<file path="config.mk">
export PLATFORM = sky130hd
export DESIGN_NAME = lcd_scanout
export DESIGN_NICKNAME = d
export VERILOG_FILES = /design/src/rtl/z88_video_pkg.sv /design/src/rtl/vga_timing.sv /design/src/rtl/lcd_scanout.sv
export SDC_FILE = /design/constraint.sdc
export NUM_CORES = 1
export LEC_CHECK = 0
export ABC_AREA = 1
export CAP_MARGIN = 20
export CELL_PAD_IN_SITES_DETAIL_PLACEMENT = 2
export CELL_PAD_IN_SITES_GLOBAL_PLACEMENT = 2
export CORE_UTILIZATION = 36
export CTS_CLUSTER_DIAMETER = 60
export DETAILED_ROUTE_END_ITERATION = 16
export PLACE_DENSITY_LB_ADDON = 0.1
export SLEW_MARGIN = 20
export SYNTH_ARGS = -nofsm -noshare
export SYNTH_HDL_FRONTEND = slang
export SYNTH_HIERARCHICAL = 1
export SYNTH_SLANG_ARGS = --single-unit
</file>
<file path="constraint.sdc">
create_clock -name clk -period 4.1 [get_ports clk]
set_input_delay 0.41 -clock clk [delete_from_list [all_inputs] [get_ports clk]]
set_output_delay 0.41 -clock clk [all_outputs]
set_load 0.01 [all_outputs]
</file>
<file path="src/rtl/z88_video_pkg.sv">
// Shared Z88 video definitions: 640x480@60 VGA timing, LCD geometry and colour type.
package z88_video_pkg;

   localparam int H_ACTIVE = 640;
   localparam int H_FP     = 16;
   localparam int H_SYNC   = 96;
   localparam int H_BP     = 48;
   localparam int H_TOTAL  = H_ACTIVE + H_FP + H_SYNC + H_BP;

   localparam int V_ACTIVE = 480;
   localparam int V_FP     = 10;
   localparam int V_SYNC   = 2;
   localparam int V_BP     = 33;
   localparam int V_TOTAL  = V_ACTIVE + V_FP + V_SYNC + V_BP;

   localparam int LCD_LINES   = 64;
   localparam int LCD_NIBBLES = 160;

   // {R[3:0], G[3:0], B[3:0]}
   typedef logic [11:0] rgb444_t;

endpackage

</file>
<file path="src/rtl/vga_timing.sv">
// Free-running VGA raster counters with raw (unpipelined) sync and active decode.
module vga_timing
   import z88_video_pkg::*;
(
   input  logic       clk,
   input  logic       rst,
   input  logic       pix_ena,
   output logic [9:0] hcnt,
   output logic [9:0] vcnt,
   output logic       active,
   output logic       hs,
   output logic       vs
);

   always_ff @(posedge clk or posedge rst) begin
      if (rst) begin
         hcnt <= '0;
         vcnt <= '0;
      end else if (pix_ena) begin
         if (hcnt == 10'(H_TOTAL - 1)) begin
            hcnt <= '0;
            vcnt <= (vcnt == 10'(V_TOTAL - 1)) ? '0 : vcnt + 10'd1;
         end else begin
            hcnt <= hcnt + 10'd1;
         end
      end
   end

   // Syncs are active low.
   assign active = (hcnt < 10'(H_ACTIVE)) && (vcnt < 10'(V_ACTIVE));
   assign hs     = !((hcnt >= 10'(H_ACTIVE + H_FP)) && (hcnt < 10'(H_ACTIVE + H_FP + H_SYNC)));
   assign vs     = !((vcnt >= 10'(V_ACTIVE + V_FP)) && (vcnt < 10'(V_ACTIVE + V_FP + V_SYNC)));

endmodule

</file>
<file path="src/rtl/lcd_scanout.sv">
// Reads the 640x64 LCD image from VRAM and shows it 4x vertically scaled inside a
// bordered 640x480 VGA frame; counters to pins is a fixed 2 pix_ena cycle pipeline.
module lcd_scanout
   import z88_video_pkg::*;
#(
   parameter int      V_TOP      = 112,
   parameter rgb444_t COL_ON     = 12'h222,
   parameter rgb444_t COL_OFF    = 12'hCDB,
   parameter rgb444_t COL_BORDER = 12'h446
)(
   input  logic        clk,
   input  logic        rst,
   input  logic        pix_ena,
   input  logic        lcdon,
   output logic [13:0] o_vram_a,
   input  logic [3:0]  i_vram_di,
   output logic        o_hs,
   output logic        o_vs,
   output logic        o_de,
   output logic [11:0] o_rgb,
   output logic        o_vblank
);

   logic [9:0]  hcnt;
   logic [9:0]  vcnt;
   logic        raw_active;
   logic        raw_hs;
   logic        raw_vs;
   logic        raw_vblank;
   logic        in_window;
   logic [5:0]  lcd_line;
   logic [13:0] addr_live;
   logic [13:0] addr_hold;

   logic [3:0]  s1_di;
   logic [1:0]  s1_sel;
   logic        s1_win;
   logic        s1_act;
   logic        s1_hs;
   logic        s1_vs;
   logic        s1_vblank;
   logic        s1_lcdon;
   logic        s1_pixel;
   rgb444_t     rgb_next;

   vga_timing u_timing (
      .clk     (clk),
      .rst     (rst),
      .pix_ena (pix_ena),
      .hcnt    (hcnt),
      .vcnt    (vcnt),
      .active  (raw_active),
      .hs      (raw_hs),
      .vs      (raw_vs)
   );

   assign raw_vblank = (hcnt == 10'd0) && (vcnt == 10'(V_ACTIVE));
   assign in_window  = raw_active && (vcnt >= 10'(V_TOP)) && (vcnt < 10'(V_TOP + 256));
   assign lcd_line   = 6'((vcnt - 10'(V_TOP)) >> 2);
   assign addr_live  = {lcd_line, hcnt[9:2]};

   // Outside the window the address freezes on the last fetched nibble, so the
   // read port never sees an address past nibble 159.
   assign o_vram_a = in_window ? addr_live : addr_hold;

   always_ff @(posedge clk or posedge rst) begin
      if (rst) begin
         addr_hold <= '0;
      end else if (pix_ena && in_window) begin
         addr_hold <= addr_live;
      end
   end

   // Stage 1: VRAM data lands together with the controls of the pixel that fetched it.
   always_ff @(posedge clk or posedge rst) begin
      if (rst) begin
         s1_di     <= '0;
         s1_sel    <= '0;
         s1_win    <= 1'b0;
         s1_act    <= 1'b0;
         s1_hs     <= 1'b1;
         s1_vs     <= 1'b1;
         s1_vblank <= 1'b0;
         s1_lcdon  <= 1'b0;
      end else if (pix_ena) begin
         s1_di     <= i_vram_di;
         s1_sel    <= hcnt[1:0];
         s1_win    <= in_window;
         s1_act    <= raw_active;
         s1_hs     <= raw_hs;
         s1_vs     <= raw_vs;
         s1_vblank <= raw_vblank;
         s1_lcdon  <= lcdon;
      end
   end

   // MSB of the nibble is the leftmost of its four pixels.
   assign s1_pixel = s1_di[2'd3 - s1_sel];

   always_comb begin
      rgb_next = '0;
      if (s1_win) begin
         rgb_next = (s1_lcdon && s1_pixel) ? COL_ON : COL_OFF;
      end else if (s1_act) begin
         rgb_next = COL_BORDER;
      end
   end

   always_ff @(posedge clk or posedge rst) begin
      if (rst) begin
         o_hs     <= 1'b1;
         o_vs     <= 1'b1;
         o_de     <= 1'b0;
         o_rgb    <= '0;
         o_vblank <= 1'b0;
      end else if (pix_ena) begin
         o_hs     <= s1_hs;
         o_vs     <= s1_vs;
         o_de     <= s1_act;
         o_rgb    <= rgb_next;
         o_vblank <= s1_vblank;
      end
   end

endmodule

</file>
==> flow_metrics.env, run 1 <==
export IMPL_drcViolationCount=0
export IMPL_worst_slack_ns=0.929
export IMPL_clkLatencyLatePin_ns=0.31
export IMPL_grt_total_usage_pct=20.2
export IMPL_syn_avg_cell_area_um2=8.11
export IMPL_startpoint_type="flop"
export IMPL_cts_buffer_depth=2
export IMPL_synth_nets=408
export IMPL_numCtsBuffers=5
export IMPL_yosysSeqAreaShare_pct=43.2
export IMPL_post_cts_buffers=0
export IMPL_final_common_cell="nand2_1"
export IMPL_grt_remaining_overflow=0
export IMPL_synth_top_family_by_area="simple AND/OR/NAND/NOR gates"
export IMPL_max_cap_violations=0
export IMPL_die_y_um=96.2
export IMPL_routabilityCongestion=0.796
export IMPL_ys_top_cells_by_area="dfrtp_1 (40%), nand2_1 (13%), inv_1 (5.1%)"
export IMPL_synth_compound_area_share_pct=8.61
export IMPL_synth_cell_types=34
export IMPL_start_util_pct=37.0
export IMPL_crit_path_end="o_vram_a[8]"
export IMPL_cts_sinks=55
export IMPL_critical_path_class="reg2out"
export IMPL_r2r_start="u_timing/vcnt[6]"
export IMPL_synth_ff_type="dfrtp_1"
export IMPL_period_share_pct=77.4
export IMPL_post_place_ws_ns=1.26
export IMPL_grt_pass1_vias=2754
export IMPL_p_leak_uw=0.00176
export IMPL_maxSlewViolCount=0
export IMPL_hold_ws_ns=0.482
export IMPL_hpwlAfterDp_um=6430
export IMPL_vdd_drop_max_mv=0.152
export IMPL_synth_async_reset_ratio_pct=100
export IMPL_tightest_slew_ns=0.841
export IMPL_die_area_um2=9260
export IMPL_ys_seq_elements=55
export IMPL_netlist_area_um2=3200
export IMPL_drt_total_wl_um=8570
export IMPL_holdBufCountCts=0
export IMPL_vias_per_cell=5.12
export IMPL_critPathLaunch="u_timing/vcnt[6]"
export IMPL_synth_edf_count=0
export IMPL_rsz0062_at_grt="no"
export IMPL_drive_gt1_share_pct=14.6
export IMPL_cts_tree="built"
export IMPL_hold_class="reg2reg"
export IMPL_fmax_ghz=0.315
export IMPL_final_setup_tns_ns=0
export IMPL_powerDensity_nw_per_um2=381
export IMPL_critPathRequiredTime_ns=3.69
export IMPL_r2r_cells=8
export IMPL_power_uw=1390
export IMPL_placed_area_um2=3550
export IMPL_hold_path_depth=2
export IMPL_firstDrtPassIters=4
export IMPL_cts_root_buf="clkbuf_8"
export IMPL_grt_pass1_wl_um=14000
export IMPL_grt_max_degree=31
export IMPL_synthSimpleGateAreaFrac_pct=33.9
export IMPL_final_nets=432
export IMPL_port_buffers=36
export IMPL_layout_min_cycle_time_ns=3.17
export IMPL_antenna_found_initial=0
export IMPL_ios=38
export IMPL_via_count=2699
export IMPL_layout_common_cells="nand2_1 (114), dfrtp_1 (51), inv_1 (42), clkdlybuf4s50_1 (35), nand3_1 (26)"
export IMPL_area_growth_pct=13.8
export IMPL_reg2reg_to="addr_hold[9]"
export IMPL_antenna_cells=0
export IMPL_yosys_area_share_adder_pct=2.35
export IMPL_synth_cells=394
export IMPL_dieWidth_um=96.2
export IMPL_r2r_slack_ns=2.14
export IMPL_drt_iter0_drc=74
export IMPL_slew_limit_headroom_pct=43.8
export IMPL_cts_resized=0
export IMPL_synthMuxAreaShare_pct=0
export IMPL_rows=34
export IMPL_drt_wirelength_per_cell_um=16.3
export IMPL_synthXorXnorAreaFrac_pct=1.64
export IMPL_core_um2=8640
export IMPL_worst_setup_path_end_kind="output pin"
export IMPL_crit_fanout=26
export IMPL_synth_largest_area_cell="dfrtp_1"
export IMPL_fin_area_um2=3640
export IMPL_synth_top_area_share_pct=39.9
export IMPL_htreeDepth=2
export IMPL_arrival_ns=2.76
export IMPL_outcome="finished, final reports clean"
export IMPL_ys_warn_count=6
export IMPL_finalHoldViolCount=0
export IMPL_ant_nets=0
export IMPL_setup_viol=0
export IMPL_path_clk_slew_ns=0.10
export IMPL_fin_skew_ns=0.00912
routing by layer:
metal  share of wire, %  global-route usage, %  up-vias
met2                 52                   37.2       38
li1                   -                      -     1311
met3                2.3                   2.84        7
met5                  0                      0        -
met1                 45                   25.2     1343
met4               0.72                   3.36        0
layout make-up:
| type | instances | area, um^2 |
|---|---|---|
| fill | 1023 | 5000 |
| multi-input combinational | 271 | 1490 |
| sequential | 55 | 1380 |
| timing repair buffer | 38 | 370 |
| inverter | 47 | 176 |
| tap | 108 | 135 |
| clock buffer | 7 | 76.3 |
| clock inverter | 1 | 5.00 |
how the worst min path moves through the flow:
stage | startpoint | endpoint
after floorplan | rst | u_timing/hcnt[0]
after global placement | o_vblank | o_vblank
after detailed placement | s1_vblank | s1_vblank
after CTS | o_vs | o_vs
after global routing | o_vs | o_vs
final | o_vs | o_vs
synthesized netlist by cell type, types with 6 or more instances:
master,count
nand2_1,114
dfrtp_1,51
inv_1,43
nand3_1,26
nand4_1,24
nor2_1,18
o21ai_1,18
nand2_2,15
o21ai_2,14
buf_4,8
buf_2,6
ha_1,6
critical path, cell delays in order, from the launching register on:
cell,delay [ns]
dfrtp_1,0.51
nand2_1,0.15
nor2_1,0.08
nor2_1,0.14
inv_2,0.07
nor2_4,0.38
nand2_4,0.33
o21ai_2,0.22
clkdlybuf4s50_1,0.55
power breakdown:
group / switching, uW / total (uW) / leakage [uW] / internal (uW)
Sequential: 103 / 720 / 0.000681 / 618
Clock: 185 / 306 / 0.0000422 / 121
Combinational: 202 / 360 / 0.00104 / 158
logic make-up after synthesis:
kind of cell | Yosys count
AO/OA/AOI/OAI | 43
other | 1
AND/OR/NAND/NOR | 215
buffers and inverters | 68
XOR/XNOR | 6
flip-flops | 55
adder cells (fa/ha/maj) | 6
state kept, by name, indices dropped and copies added, names as in the netlist:
name           flops
o_rgb              5
s1_win             1
s1_vblank          1
u_timing/hcnt     10
s1_di              4
s1_sel             2
s1_act             1
o_de               1
s1_vs              1
o_vs               1
u_timing/vcnt     10
s1_hs              1
o_hs               1
addr_hold         14
o_vblank           1
s1_lcdon           1
metrics by stage:
step / cells / util (%)
after floorplan: 394 / -
after global placement: 519 / 41.2
after detailed placement: 519 / 41.2
after CTS: 527 / 42.1
after global routing: 527 / 42.1
final: 527 / 42.1
No activity file was read; power rests on OpenSTA's default activity.
==> run 2: changes to the inputs <==
--- a/config.mk
+++ b/config.mk
@@ -9,7 +9,7 @@
 export CAP_MARGIN = 20
 export CELL_PAD_IN_SITES_DETAIL_PLACEMENT = 2
 export CELL_PAD_IN_SITES_GLOBAL_PLACEMENT = 2
-export CORE_UTILIZATION = 36
+export CORE_UTILIZATION = 33
 export CTS_CLUSTER_DIAMETER = 60
 export DETAILED_ROUTE_END_ITERATION = 16
 export PLACE_DENSITY_LB_ADDON = 0.1
==> constraint.sdc (replaced) <==
create_clock -name clk -period 3.23 [get_ports clk]
set_input_delay 0.323 -clock clk [delete_from_list [all_inputs] [get_ports clk]]
set_output_delay 0.323 -clock clk [all_outputs]
set_load 0.01 [all_outputs]
==> run 2 against run 1 <==
  * Cell count up 4.6%
  * Worst hold slack worse by 0.073 ns
  * Routed wire length down 0.76%
  * Count of clock-buffer cells in the layout unchanged
  * Sequential power up 27%
  * Power up 32%
  * Core utilization down 2.3 points
  * Critical path depth unchanged
  * Global-route usage down 1.8 points
  * Largest cell class unchanged
==> flow_metrics.env, run 2 (same netlist as run 1, synthesis figures left out) <==
export IMPL_tightest_slew_ns=0.844
export IMPL_ios=38
export IMPL_cts_resized=0
export IMPL_routabilityCongestion=0.786
export IMPL_crit_path_end="o_vram_a[7]"
export IMPL_hold_path_depth=3
export IMPL_antenna_found_initial=0
export IMPL_final_nets=435
export IMPL_p_comb_share_pct=24.6
export IMPL_drt_total_wl_um=8510
export IMPL_fin_area_um2=3710
export IMPL_rows=35
export IMPL_hold_ws_ns=0.409
export IMPL_rsz0062_at_grt="no"
export IMPL_grt_max_degree=36
export IMPL_period_share_pct=91.9
export IMPL_cts_sinks=55
export IMPL_power_uw=1830
export IMPL_powerDensity_nw_per_um2=494
export IMPL_seq_power_share_pct=50.0
export IMPL_firstDrtPassIters=4
export IMPL_hold_class="in2reg"
export IMPL_r2r_start="u_timing/hcnt[8]"
export IMPL_p_switching_uw=617
export IMPL_max_flop_register="addr_hold"
export IMPL_max_cap_violations=0
export IMPL_critPathLaunch="u_timing/vcnt[4]"
export IMPL_grt_remaining_overflow=0
export IMPL_placed_area_um2=3600
export IMPL_worst_setup_path_end_kind="output pin"
export IMPL_crit_buf_inv=1
export IMPL_r2r_cells=10
export IMPL_fmax_ghz=0.337
export IMPL_fillerInstances=1095
export IMPL_crit_slowest_cell="dfrtp_1"
export IMPL_drt_iter0_drc=37
export IMPL_area_growth_pct=16.1
export IMPL_crit_fanout=26
export IMPL_reg_top3="addr_hold: 14 flops, u_timing/hcnt: 10 flops, u_timing/vcnt: 10 flops"
export IMPL_r2r_slack_ns=1.36
export IMPL_slowest_delay_ns=0.61
export IMPL_grt_total_usage_pct=18.4
export IMPL_antenna_cells=0
export IMPL_fin_skew_ns=0.0131
export IMPL_htreeDepth=2
export IMPL_grt_pass1_wl_um=14400
export IMPL_setup_viol=0
export IMPL_vias_per_cell=4.83
export IMPL_critical_path_top_delay_family="simple AND/OR/NAND/NOR gates"
export IMPL_dieWidth_um=100
export IMPL_clkLatencyLatePin_ns=0.32
export IMPL_worst_slack_ns=0.261
export IMPL_cts_root_buf="clkbuf_8"
export IMPL_startpoint_type="flop"
export IMPL_worstPathCellList="ha_1 > nand2_2 > nand3_2 > nand2_8 > nand2_4 > nand2_1 > o21ai_2 > clkdlybuf4s50_1"
export IMPL_layout_common_cells="nand2_1 (114), dfrtp_1 (51), inv_1 (43), clkdlybuf4s50_1 (35), nand3_1 (26)"
export IMPL_slew_limit_headroom_pct=43.7
export IMPL_path_depth=8
export IMPL_sw_frac_of_total_pct=33.6
export IMPL_maxSlewViolCount=0
export IMPL_hpwlAfterDp_um=6290
export IMPL_cts_buffer_depth=2
export IMPL_port_buffers=36
export IMPL_critical_path_class="reg2out"
export IMPL_holdBufCountCts=0
export IMPL_layout_min_cycle_time_ns=2.97
export IMPL_post_place_ws_ns=0.622
export IMPL_critPathRequiredTime_ns=2.91
export IMPL_drt_wirelength_per_cell_um=15.4
export IMPL_finalHoldViolCount=0
export IMPL_path_clk_slew_ns=0.10
export IMPL_via_count=2664
export IMPL_cts_tree="built"
export IMPL_grt_pass1_vias=2888
export IMPL_die_y_um=100
export IMPL_largest_reg_flops=14
export IMPL_drive_gt1_share_pct=14.9
export IMPL_vdd_drop_max_mv=0.245
export IMPL_reg2reg_to="addr_hold[0]"
export IMPL_ant_nets=0
export IMPL_internal_power_uw=1220
export IMPL_p_leak_uw=0.00178
export IMPL_clockPowerShare_pct=25.4
export IMPL_arrival_ns=2.65
export IMPL_die_area_um2=10100
export IMPL_outcome="finished, final reports clean"
export IMPL_final_common_cell="nand2_1"
export IMPL_numCtsBuffers=5
export IMPL_drcViolationCount=0
export IMPL_start_util_pct=34.3
export IMPL_post_cts_buffers=0
export IMPL_core_um2=9330
export IMPL_final_setup_tns_ns=0
[run 2: how the worst min path moves through the flow]
| stage | start | endpoint | slack [ns] |
|---|---|---|---|
| after global routing | pix_ena | u_timing/hcnt[2] | 0.43 |
| after detailed placement | o_de | o_de | 0.47 |
| final | pix_ena | s1_vs | 0.41 |
| after floorplan | rst | u_timing/hcnt[0] | 0.29 |
| after global placement | o_de | o_de | 0.46 |
| after CTS | pix_ena | u_timing/hcnt[2] | 0.41 |
[run 2: metrics by stage]
stage | instances | utilization [%]
2_1_floorplan | 394 | -
3_3_place_gp | 543 | 38.6
3_5_place_dp | 543 | 38.6
4_1_cts | 551 | 39.8
5_1_grt | 551 | 39.8
6_report | 551 | 39.8
[run 2: worst register-to-register path: cells and delay by family, from the launching register on]
| family | cells | cell delay (ns) |
|---|---|---|
| flops | 1 | 0.43 |
| buf+inv | 3 | 0.41 |
| simple gates | 7 | 0.90 |
[run 2: power by group through the flow]
| stage | logic, uW | clock network [uW] | registers [uW] |
|---|---|---|---|
| after detailed placement | 461 | 0 | 932 |
| after global routing | 508 | 501 | 930 |
| after floorplan | 322 | 0 | 879 |
| after global placement | 445 | 0 | 928 |
| after CTS | 462 | 484 | 918 |
| final | 452 | 466 | 916 |
[run 2: routing by layer]
metal	vias to the layer above	share of wire [%]	global-route usage (%)
met4	0	1.6	5.35
met5	-	0	0
met1	1311	47	23.7
li1	1312	-	-
met3	11	1.9	2.58
met2	30	49	32.1
[run 2: layout make-up]
cell class,count,area [um^2],share of cell area (%)
clock buffers,7,76.3,2.06
clock inverters,1,30.0,0.809
inverters,47,176,4.76
multi-input cells,271,1490,40.2
flip-flops and latches,55,1380,37.2
well taps,129,161,4.35
repair buffers,41,393,10.6
